<file path="config.mk">
export PLATFORM = sky130hd
export DESIGN_NAME = jtag_tap_core
export DESIGN_NICKNAME = d
export VERILOG_FILES = /design/src/rtl/jtag_pkg.sv /design/src/rtl/jtag_tap_fsm.sv /design/src/rtl/jtag_tap_core.sv
export SDC_FILE = /design/constraint.sdc
export NUM_CORES = 1
export LEC_CHECK = 0
export CAP_MARGIN = 25
export CORE_UTILIZATION = 50
export CTS_CLUSTER_DIAMETER = 150
export DETAILED_ROUTE_END_ITERATION = 6
export DONT_BUFFER_PORTS = 1
export PLACE_DENSITY = 0.76
export SLEW_MARGIN = 15
export SYNTH_ARGS = -nofsm -noshare
export SYNTH_HDL_FRONTEND = slang
export SYNTH_HIERARCHICAL = 1
export SYNTH_SLANG_ARGS = --single-unit
</file>
<file path="constraint.sdc">
create_clock -name TCK -period 2.3 [get_ports TCK]
set_clock_uncertainty 0.15 [all_clocks]
set_input_delay 0.115 -clock TCK [delete_from_list [all_inputs] [get_ports TCK]]
set_output_delay 0.115 -clock TCK [all_outputs]
set_load 0.05 [all_outputs]
</file>
<file path="src/rtl/jtag_pkg.sv">
// Shared TAP state encoding and constants used by the JTAG blocks.
package jtag_pkg;

    // Encoding follows the IEEE 1149.1 example so states read naturally on a logic analyser.
    typedef enum logic [3:0] {
        EXIT2_DR   = 4'h0,
        EXIT1_DR   = 4'h1,
        SHIFT_DR   = 4'h2,
        PAUSE_DR   = 4'h3,
        SELECT_IR  = 4'h4,
        UPDATE_DR  = 4'h5,
        CAPTURE_DR = 4'h6,
        SELECT_DR  = 4'h7,
        EXIT2_IR   = 4'h8,
        EXIT1_IR   = 4'h9,
        SHIFT_IR   = 4'hA,
        PAUSE_IR   = 4'hB,
        RTI        = 4'hC,
        UPDATE_IR  = 4'hD,
        CAPTURE_IR = 4'hE,
        TLR        = 4'hF
    } tap_state_t;

    localparam logic [1:0] IR_CAPTURE = 2'b01;

endpackage

</file>
<file path="src/rtl/jtag_tap_fsm.sv">
// 16-state IEEE 1149.1 TAP controller with decoded state strobes.
module jtag_tap_fsm
    import jtag_pkg::*;
(
    input  logic       TCK,
    input  logic       TRST,
    input  logic       TMS,
    output tap_state_t state,
    output logic       is_tlr,
    output logic       is_capture_dr,
    output logic       is_shift_dr,
    output logic       is_update_dr,
    output logic       is_capture_ir,
    output logic       is_shift_ir,
    output logic       is_update_ir
);

    always_ff @(posedge TCK or negedge TRST) begin
        if (!TRST) begin
            state <= TLR;
        end else begin
            case (state)
                TLR:        state <= TMS ? TLR        : RTI;
                RTI:        state <= TMS ? SELECT_DR  : RTI;
                SELECT_DR:  state <= TMS ? SELECT_IR  : CAPTURE_DR;
                CAPTURE_DR: state <= TMS ? EXIT1_DR   : SHIFT_DR;
                SHIFT_DR:   state <= TMS ? EXIT1_DR   : SHIFT_DR;
                EXIT1_DR:   state <= TMS ? UPDATE_DR  : PAUSE_DR;
                PAUSE_DR:   state <= TMS ? EXIT2_DR   : PAUSE_DR;
                EXIT2_DR:   state <= TMS ? UPDATE_DR  : SHIFT_DR;
                UPDATE_DR:  state <= TMS ? SELECT_DR  : RTI;
                SELECT_IR:  state <= TMS ? TLR        : CAPTURE_IR;
                CAPTURE_IR: state <= TMS ? EXIT1_IR   : SHIFT_IR;
                SHIFT_IR:   state <= TMS ? EXIT1_IR   : SHIFT_IR;
                EXIT1_IR:   state <= TMS ? UPDATE_IR  : PAUSE_IR;
                PAUSE_IR:   state <= TMS ? EXIT2_IR   : PAUSE_IR;
                EXIT2_IR:   state <= TMS ? UPDATE_IR  : SHIFT_IR;
                UPDATE_IR:  state <= TMS ? SELECT_DR  : RTI;
                default:    state <= TLR;
            endcase
        end
    end

    assign is_tlr        = (state == TLR);
    assign is_capture_dr = (state == CAPTURE_DR);
    assign is_shift_dr   = (state == SHIFT_DR);
    assign is_update_dr  = (state == UPDATE_DR);
    assign is_capture_ir = (state == CAPTURE_IR);
    assign is_shift_ir   = (state == SHIFT_IR);
    assign is_update_ir  = (state == UPDATE_IR);

endmodule

</file>
<file path="src/rtl/jtag_tap_core.sv">
// TAP core: FSM, instruction register, BYPASS/IDCODE registers, decode and
// falling-edge TDO driver, with strobes for externally hosted user DRs.
module jtag_tap_core
    import jtag_pkg::*;
#(
    parameter int          IR_WIDTH     = 4,
    parameter logic [31:0] IDCODE_VAL   = 32'h0000_0001,
    parameter int          IDCODE_INSTR = 1,
    parameter int          USER_BASE    = 8,
    parameter int          NUM_USER     = 2
) (
    input  logic                TCK,
    input  logic                TRST,
    input  logic                TMS,
    input  logic                TDI,
    output logic                TDO,
    output logic                TDO_EN,
    output logic [IR_WIDTH-1:0] ir_out,
    output logic                tlr,
    output logic                capture_dr,
    output logic                shift_dr,
    output logic                update_dr,
    output logic [NUM_USER-1:0] user_sel,
    input  logic [NUM_USER-1:0] user_tdo
);

    localparam logic [IR_WIDTH-1:0] IDCODE_OP  = IR_WIDTH'(IDCODE_INSTR);
    localparam logic [IR_WIDTH-1:0] BYPASS_OP  = '1;
    localparam logic [IR_WIDTH-1:0] IR_CAP_VAL = IR_WIDTH'(IR_CAPTURE);

    tap_state_t            state;
    logic                  is_tlr, is_capture_dr, is_shift_dr, is_update_dr;
    logic                  is_capture_ir, is_shift_ir, is_update_ir;
    logic [IR_WIDTH-1:0]   ir_shift;
    logic                  bypass_reg;
    logic [31:0]           idcode_reg;
    logic                  sel_bypass, sel_idcode;
    logic [NUM_USER-1:0]   user_hit;
    logic                  tdo_next;

    jtag_tap_fsm u_fsm (
        .TCK           (TCK),
        .TRST          (TRST),
        .TMS           (TMS),
        .state         (state),
        .is_tlr        (is_tlr),
        .is_capture_dr (is_capture_dr),
        .is_shift_dr   (is_shift_dr),
        .is_update_dr  (is_update_dr),
        .is_capture_ir (is_capture_ir),
        .is_shift_ir   (is_shift_ir),
        .is_update_ir  (is_update_ir)
    );

    // All-ones wins over everything, then IDCODE, then the user window; anything else is BYPASS.
    always_comb begin
        sel_bypass = 1'b0;
        sel_idcode = 1'b0;
        user_hit   = '0;
        if (ir_out == BYPASS_OP) begin
            sel_bypass = 1'b1;
        end else if (ir_out == IDCODE_OP) begin
            sel_idcode = 1'b1;
        end else begin
            for (int k = 0; k < NUM_USER; k++) begin
                if (ir_out == IR_WIDTH'(USER_BASE + k)) user_hit[k] = 1'b1;
            end
            sel_bypass = ~|user_hit;
        end
    end

    always_ff @(posedge TCK or negedge TRST) begin
        if (!TRST) begin
            ir_shift   <= '0;
            bypass_reg <= 1'b0;
            idcode_reg <= IDCODE_VAL;
        end else begin
            if (is_capture_ir)
                ir_shift <= IR_CAP_VAL;
            else if (is_shift_ir)
                ir_shift <= {TDI, ir_shift[IR_WIDTH-1:1]};

            if (sel_bypass && is_capture_dr)
                bypass_reg <= 1'b0;
            else if (sel_bypass && is_shift_dr)
                bypass_reg <= TDI;

            if (sel_idcode && is_capture_dr)
                idcode_reg <= IDCODE_VAL;
            else if (sel_idcode && is_shift_dr)
                idcode_reg <= {TDI, idcode_reg[31:1]};
        end
    end

    always_comb begin
        if (is_shift_ir)
            tdo_next = ir_shift[0];
        else if (sel_idcode)
            tdo_next = idcode_reg[0];
        else if (|user_hit)
            tdo_next = |(user_tdo & user_hit);
        else
            tdo_next = bypass_reg;
    end

    // Falling-edge side: the instruction latch and TDO driver settle while TCK is low.
    always_ff @(negedge TCK or negedge TRST) begin
        if (!TRST) begin
            ir_out <= IDCODE_OP;
            TDO    <= 1'b0;
            TDO_EN <= 1'b0;
        end else begin
            if (is_tlr)
                ir_out <= IDCODE_OP;
            else if (is_update_ir)
                ir_out <= ir_shift;
            TDO    <= tdo_next;
            TDO_EN <= is_shift_ir | is_shift_dr;
        end
    end

    assign tlr        = is_tlr;
    assign user_sel   = user_hit;
    assign capture_dr = is_capture_dr & (|user_hit);
    assign shift_dr   = is_shift_dr & (|user_hit);
    assign update_dr  = is_update_dr & (|user_hit);

endmodule

</file>
Word level (Yosys, flattened, before mapping):

Cells that the tools add are included.

* equal/unequal tests: 19
* multiplexer cells: 36
* bitwise logic cells: 5
* reduce and logical (&&, ||, !) cells: 16

Operator list (number)
* two-way mux 32 bit: 2
* case mux 4 bit (12 select lines): 1
* == test 4 bit (second input constant): 11
* two-way mux 4 bit: 5
* == test 4 x 3 -> 1 bit (second input constant): 4
* two-way mux 1 bit: 16
* two-way mux 2 bit: 8
* two-way mux 3 bit: 4
* OR reduction 2 bit: 5
* == test 4 x 1 -> 1 bit (second input constant): 2
* == test 4 x 2 -> 1 bit (second input constant): 2
* nonzero test 2 bit: 4
* logical AND 1 bit: 4
* zero test 4 bit: 1
* AND 1 bit: 3
* OR reduction 3 bit: 1
* AND 2 bit: 1
* zero test 1 bit: 1
* OR 1 bit: 1

* flip-flop bits (word level): 47
* input bits: 6
* output and inout port bits: 12

Depth between registers and ports, before layout:

Gate-level depths: netlist of run 1.

* depth in word-level cells: 11
* mapped depth: 7
* gate-level depth less buffers: 5

Cells and area by module:

Netlist of run 1, hierarchy kept.

Modules (own cells, without submodules)
* jtag_tap_core: instances 1, cells an instance 194, area an instance 2055.7 µm²
* jtag_tap_fsm: instances 1, cells an instance 30, area an instance 250.2 µm²

==> results.cfg, run 1 <==
[status]
status = finished, violations left
violations = setup timing

[floorplanning]
die_w_um = 69.9
die_y_um = 69.9
row_count = 24
core_region_area_um2 = 4380
start_util = 0.526
die_area_um2 = 4890
io_pins = 18

[grt]
grtUsageTotal = 0.208
overflow = 0
grt_pass1_wl_mm = 7.97
antenna_found_initial = 0
grt_max_degree = 42
grt_pass1_vias = 1704

[synthesis]
netlist_instances = 224
yosysUniqueCellTypes = 34
synthSimpleGateAreaFrac = 0.216
synth_xor_xnor_area_share = 0
syn_area_per_cell_um2 = 10.3
synth_seq_cells = 47
synth_mux_area_frac = 0.0353
synth_top_family_by_area = simple AND/OR/NAND/NOR gates
yosysSeqAreaShare = 0.513
synth_fp_nets = 230
synth_compound_area_frac = 0.175
synthAdderAreaFrac = 0
yosysWarnings = 6
synth_area_um2 = 2310

[cts]
cts_sinks = 47
htreeDepth = 2
clockBufferDepth = 2
cts_tree = done
cts_root_buffer = clkbuf_8
cts_inserted_buffers = 5
clk_pin_slew_worst_paths_ps = 90
clock_latency_ps = 360

[final_layout]
largest_reg_flops = 32
layout.nets = 284
drive_gt1_frac = 0.513
n_antenna_cell = 0
area_delta_synth_final_pct = 37.4

[worst_setup_path]
cp-startpoint = ir_out[2]
critPathMaxFanout = 17
cp_data_arrival_time_ps = 2810
r2r_start = ir_out[2]
worstSetupPathType = register to register
crit_required_ps = 2360
cp-end-kind = register
startpoint_type = register

[timing]
final-setup-viol-count = 48
setup_tns_ps = -18880
final_max_slew_viol_count = 0
rsz0062_at_grt = yes
hold_violations = 0
hold_ws_ps = 120
tightest_slew_ps = 417
fin_ws_ps = -448
maxSlewHeadroom = 0.721

[detailed_routing]
firstDrtPassIters = 4
vias = 1749
drt-wirelength-per-cell_um = 15.2
drt_iter0_drc = 64
drcViolationCount = 0
vias_per_cell = 5.28
ant_nets = 0
wirelength_mm = 5.02

[worst_hold_path]
holdCritPathClass = primary input to async pin

[place]
dp.final_hpwl_mm = 2.59
port_buffers = 0
globalplace.congestion = 0.781

[pwr]
p_leak_uw = 0.00140
peakVddDrop_uv = 1100
power.density_nw_per_um2 = 1220

[run]
drv_cap = 0
[cell usage in the layout (no fill, tap or decap), drive strengths merged, types with 2 or more instances in the layout]
master	n
a21oi	2
mux2i	7
dfstp	6
nand2b	31
nand2	38
inv	9
nor2	13
and3	5
a211o	2
o21ai	35
nor2b	3
nor3	3
dfrtp	36
buf	56
a31oi	3
dfrtn	5
dlygate4sd3	3
clkbuf	8
[final cells by class]
cell class / count / area [µm²]
fillers: 299 / 1210
multi-input cells: 154 / 1120
flip-flops and latches: 47 / 1180
clock buffers: 6 / 82.6
inverters: 8 / 30.0
well taps: 52 / 65.1
repair buffers: 61 / 671
clock inverters: 3 / 15.0
[kinds of logic after synthesis]
family                 Yosys count
and+or+nand+nor                 97
AOI/OAI and AO/OA               49
buffers and inverters           23
DFF                             47
muxes                            8
[layer usage]
metal	wire length (µm)	vias to the layer above	global-route usage
met4	124	0	0.107
met5	0	-	0
met3	172	11	0.0491
met1	2220	855	0.277
li1	-	850	-
met2	2500	33	0.318
[repair_timing]
action,CTS,global route
hold buffers,4,0
setup endpoints to repair,50,50
gates cloned,0,2
setup buffers,15,8
gates resized for setup,25,9
endpoints found under the hold margin,48,0
pin swaps,5,4
[stage by stage]
| step | utilization | total power, µW | setup slack [ps] | instances | area, µm² |
|---|---|---|---|---|---|
| floorplan | - | 2290 | -500 | 224 | 2420 |
| global placement | 0.611 | 2700 | -314 | 296 | 2680 |
| detailed placement | 0.611 | 2730 | -345 | 296 | 2680 |
| CTS | 0.694 | 3620 | -426 | 323 | 3040 |
| global route | 0.723 | 4050 | -514 | 331 | 3170 |
| finish | 0.723 | 3860 | -448 | 331 | 3170 |
[synth_stat cells]
| master | instances | share of area |
|---|---|---|
| a221o_1 | 1 | 0.0043 |
| o21ai_1 | 2 | 0.0043 |
| nor2_1 | 12 | 0.020 |
| nand3_1 | 1 | 0.0022 |
| mux2_2 | 1 | 0.0049 |
| clkbuf_1 | 6 | 0.0098 |
| and3_2 | 4 | 0.013 |
| and3_1 | 1 | 0.0027 |
| nor3_1 | 3 | 0.0065 |
| nand2b_1 | 31 | 0.084 |
| o21ai_0 | 5 | 0.011 |
| or2_2 | 1 | 0.0027 |
| nor2_8 | 1 | 0.0087 |
| nand2_1 | 38 | 0.062 |
| a41oi_1 | 1 | 0.0038 |
| mux2i_1 | 7 | 0.030 |
| buf_2 | 1 | 0.0022 |
| a31o_2 | 1 | 0.0038 |
| nand4_1 | 1 | 0.0027 |
| a22o_1 | 1 | 0.0038 |
| o22ai_1 | 1 | 0.0027 |
| a211oi_1 | 1 | 0.0033 |
| a31oi_1 | 3 | 0.0081 |
| inv_1 | 9 | 0.015 |
| dfrtn_1 | 5 | 0.054 |
| dfstp_2 | 6 | 0.068 |
| nor2b_1 | 3 | 0.0081 |
| dfrtp_1 | 36 | 0.39 |
| or2b_2 | 1 | 0.0038 |
| a21oi_1 | 2 | 0.0043 |
| o21ai_2 | 28 | 0.11 |
| a211o_1 | 2 | 0.0076 |
| o2111ai_4 | 1 | 0.011 |
| buf_6 | 7 | 0.034 |
[worst max-delay path: stages (launching register included)]
cell,delay [ps]
dfrtn_1,400
nor2_8,160
buf_4,150
o2111ai_4,230
clkbuf_16,280
nand2_2,70
o21ai_2,40
[power by group]
group / internal, µW / leakage (µW) / switching, µW
clock network: 243 / 0.0000502 / 289
registers: 1040 / 0.000619 / 151
logic: 1070 / 0.000728 / 1080
total: 2340 / 0.00140 / 1520
[worst paths after layout]
check / endpoint / slack, ps / cells past startpoint
min in group TCK: idcode_reg[0] / 330 / 2
setup reg to reg: idcode_reg[19] / -450 / 6
hold / removal: idcode_reg[9] / 120 / 2
hold reg to reg: idcode_reg[0] / 330 / 2
setup / recovery: idcode_reg[19] / -450 / 6
max in group asynchronous: ir_out[0] / 1380 / 0
Note: power is estimated with default switching activity, not from simulation.
==> run 2, diff against run 1 <==
--- a/config.mk
+++ b/config.mk
@@ -5,6 +5,7 @@
 export SDC_FILE = /design/constraint.sdc
 export NUM_CORES = 1
 export LEC_CHECK = 0
+export ABC_AREA = 1
 export CAP_MARGIN = 25
 export CORE_UTILIZATION = 50
 export CTS_CLUSTER_DIAMETER = 150
==> run 2 against run 1 <==
  * The flow still finishes with violations (setup timing)
  * Critical path depth grew 2
  * Via count up 15%
  * Area after synthesis is 7.3% lower
  * Routed wire length increased by 24%
  * Cell count is 14% higher
  * Register-to-register slack worse by 70 ps
  * Critical path type unchanged
  * Critical endpoint is now idcode_reg[10]
==> results.cfg, run 2 <==
[status]
status = finished, violations left
violations = setup timing

[detailed_routing]
drt-wirelength-per-cell_um = 16.6
wirelength_mm = 6.24
ant_nets = 0
drcViolationCount = 0
vias_per_cell = 5.37
drt_iter0_drc = 173
vias = 2020
firstDrtPassIters = 4

[cts]
clockBufferDepth = 2
cts_inserted_buffers = 5
cts_tree = done
cts_root_buffer = clkbuf_8
htreeDepth = 2
clk_pin_slew_worst_paths_ps = 100
cts_sinks = 47
clock_latency_ps = 370

[final_layout]
finish.utilization = 0.794
final_common_cell = nand2_1
nFillCells = 204
n_antenna_cell = 0
multi_input_area_um2 = 962
final_cell_mix = nand2_1, dfrtp_1, buf_4
area_delta_synth_final_pct = 50.8
regArea_um2 = 1180
largest_reg_flops = 32
layout.nets = 331
finalNonFillerCells = 376
drive_gt1_frac = 0.411

[timing]
final_max_slew_viol_count = 0
setup_tns_ps = -19700
final-setup-viol-count = 48
hold_violations = 0
hold_ws_ps = 141
tightest_slew_ps = 254
fin_ws_ps = -515
maxSlewHeadroom = 0.830
rsz0062_at_grt = yes

[synthesis]
yosysUniqueCellTypes = 27
synthTopCellsByCount = nand2_1, dfrtp_1, inv_1
synth-edff-count = 0
syn_area_per_cell_um2 = 8.16
synth_fp_nets = 268
synth_ff_type = dfrtp_1
yosysSeqAreaShare = 0.554
synthTopCellsByArea = dfrtp_1, nand2_1, dfstp_2, dfrtn_1, inv_1
synth_most_common_cell = nand2_1
synth_area_um2 = 2140
yosysWarnings = 6
async_reset_ff_frac = 1.00
synth_top_area_frac = 0.422
synth_seq_cells = 47
netlist_instances = 262
synth_top_area_cell = dfrtp_1

[pwr]
power.density_nw_per_um2 = 1410
p_leak_uw = 0.00172
peakVddDrop_uv = 714
power_switching_share = 0.415
pwr-share-clk = 0.141
switchingPower_uw = 1880
p_int_uw = 2650
p_comb_frac = 0.583
seq_power_share = 0.275
finalPower_uw = 4540

[place]
dp.final_hpwl_mm = 2.81
port_buffers = 0
globalplace.congestion = 0.891
placed_cells = 344

[floorplanning]
io_pins = 18
core_region_area_um2 = 4060
row_count = 23
start_util = 0.527
die_w_um = 67.4
die_y_um = 67.4
die_area_um2 = 4540

[grt]
grtUsageTotal = 0.260
antenna_found_initial = 0
grt_max_degree = 42
overflow = 0
grt_pass1_wl_mm = 8.52
grt_pass1_vias = 1878

[worst_setup_path]
path_delay_family = simple AND/OR/NAND/NOR gates
slowest_stage = dfrtn_1
path_buf_inv = 3
crit_required_ps = 2400
cp_data_arrival_time_ps = 2920
critPathMaxStageDelay_ps = 380
startpoint_type = register
cp-end-kind = register
critPathMaxFanout = 6
crit_chain = nor2_4 -> buf_6 -> nand4_4 -> nor2_4 -> buf_12 -> buf_12 -> nand2_1 -> nand2_1
worstSetupPathType = register to register

[worst_hold_path]
holdCritPathClass = primary input to async pin

[run]
drv_cap = 0
## run 2: cell type report
cell class              instances  area share
clock inverters                 4      0.0155
inverters                      32      0.0416
repair buffers                 63       0.236
well taps                      50      0.0194
clock buffers                   5      0.0214
flip-flops and latches         47       0.367
multi-input cells             175       0.299
## run 2: through the flow
| stage | setup slack (ps) | instance area, µm² |
|---|---|---|
| floorplan | -564 | 2230 |
| global placement | -278 | 2610 |
| detailed placement | -311 | 2610 |
| CTS | -488 | 3070 |
| global route | -576 | 3220 |
| finish | -515 | 3220 |
## run 2: worst paths after layout
path                                start              to  slack (ps)  cells after the start
max in group asynchronous            TRST       ir_out[0]        1400                      0
setup reg to reg                ir_out[1]  idcode_reg[10]        -520                      8
min in group TCK           idcode_reg[16]  idcode_reg[15]         330                      2
hold / removal                       TRST  idcode_reg[30]         140                      2
setup / recovery                ir_out[1]  idcode_reg[10]        -520                      8
hold reg to reg            idcode_reg[16]  idcode_reg[15]         330                      2
## run 2: logic make-up after synthesis
group / synth area share
AOI/OAI and AO/OA: 0.0509
buffers and inverters: 0.0820
DFF: 0.554
and+or+nand+nor: 0.313
## run 2: power by group through the flow
stage | combinational (µW) | sequential, µW | clock (µW)
floorplan | 1000 | 1370 | 5.44
global placement | 1670 | 1220 | 5.44
detailed placement | 1700 | 1230 | 5.44
CTS | 2280 | 1220 | 636
global route | 2790 | 1270 | 694
finish | 2650 | 1250 | 641
## run 2: timing repair
action | 4_1_cts | 5_1_grt
hold buffers | 4 | 0
pin swaps | 13 | 16
buffers inserted | 9 | 7
setup endpoints to repair | 50 | 50
endpoints found under the hold margin | 48 | 0
gates cloned | 5 | 1
gates resized for setup | 39 | 40
## run 2: routing by layer
| layer | GRT usage | vias to the layer above | routed length (µm) |
|---|---|---|---|
| met5 | 0 | - | 0 |
| met4 | 0.138 | 0 | 331 |
| met3 | 0.0541 | 36 | 321 |
| met2 | 0.409 | 93 | 3130 |
| li1 | - | 925 | - |
| met1 | 0.335 | 966 | 2460 |
## run 2: worst reg2reg max path, cell delays in order, from the launching register on
cell	delay, ps
dfrtn_1	380
nor2_4	180
buf_6	140
nand4_4	160
nor2_4	200
buf_12	140
buf_12	110
nand2_1	60
nand2_1	90
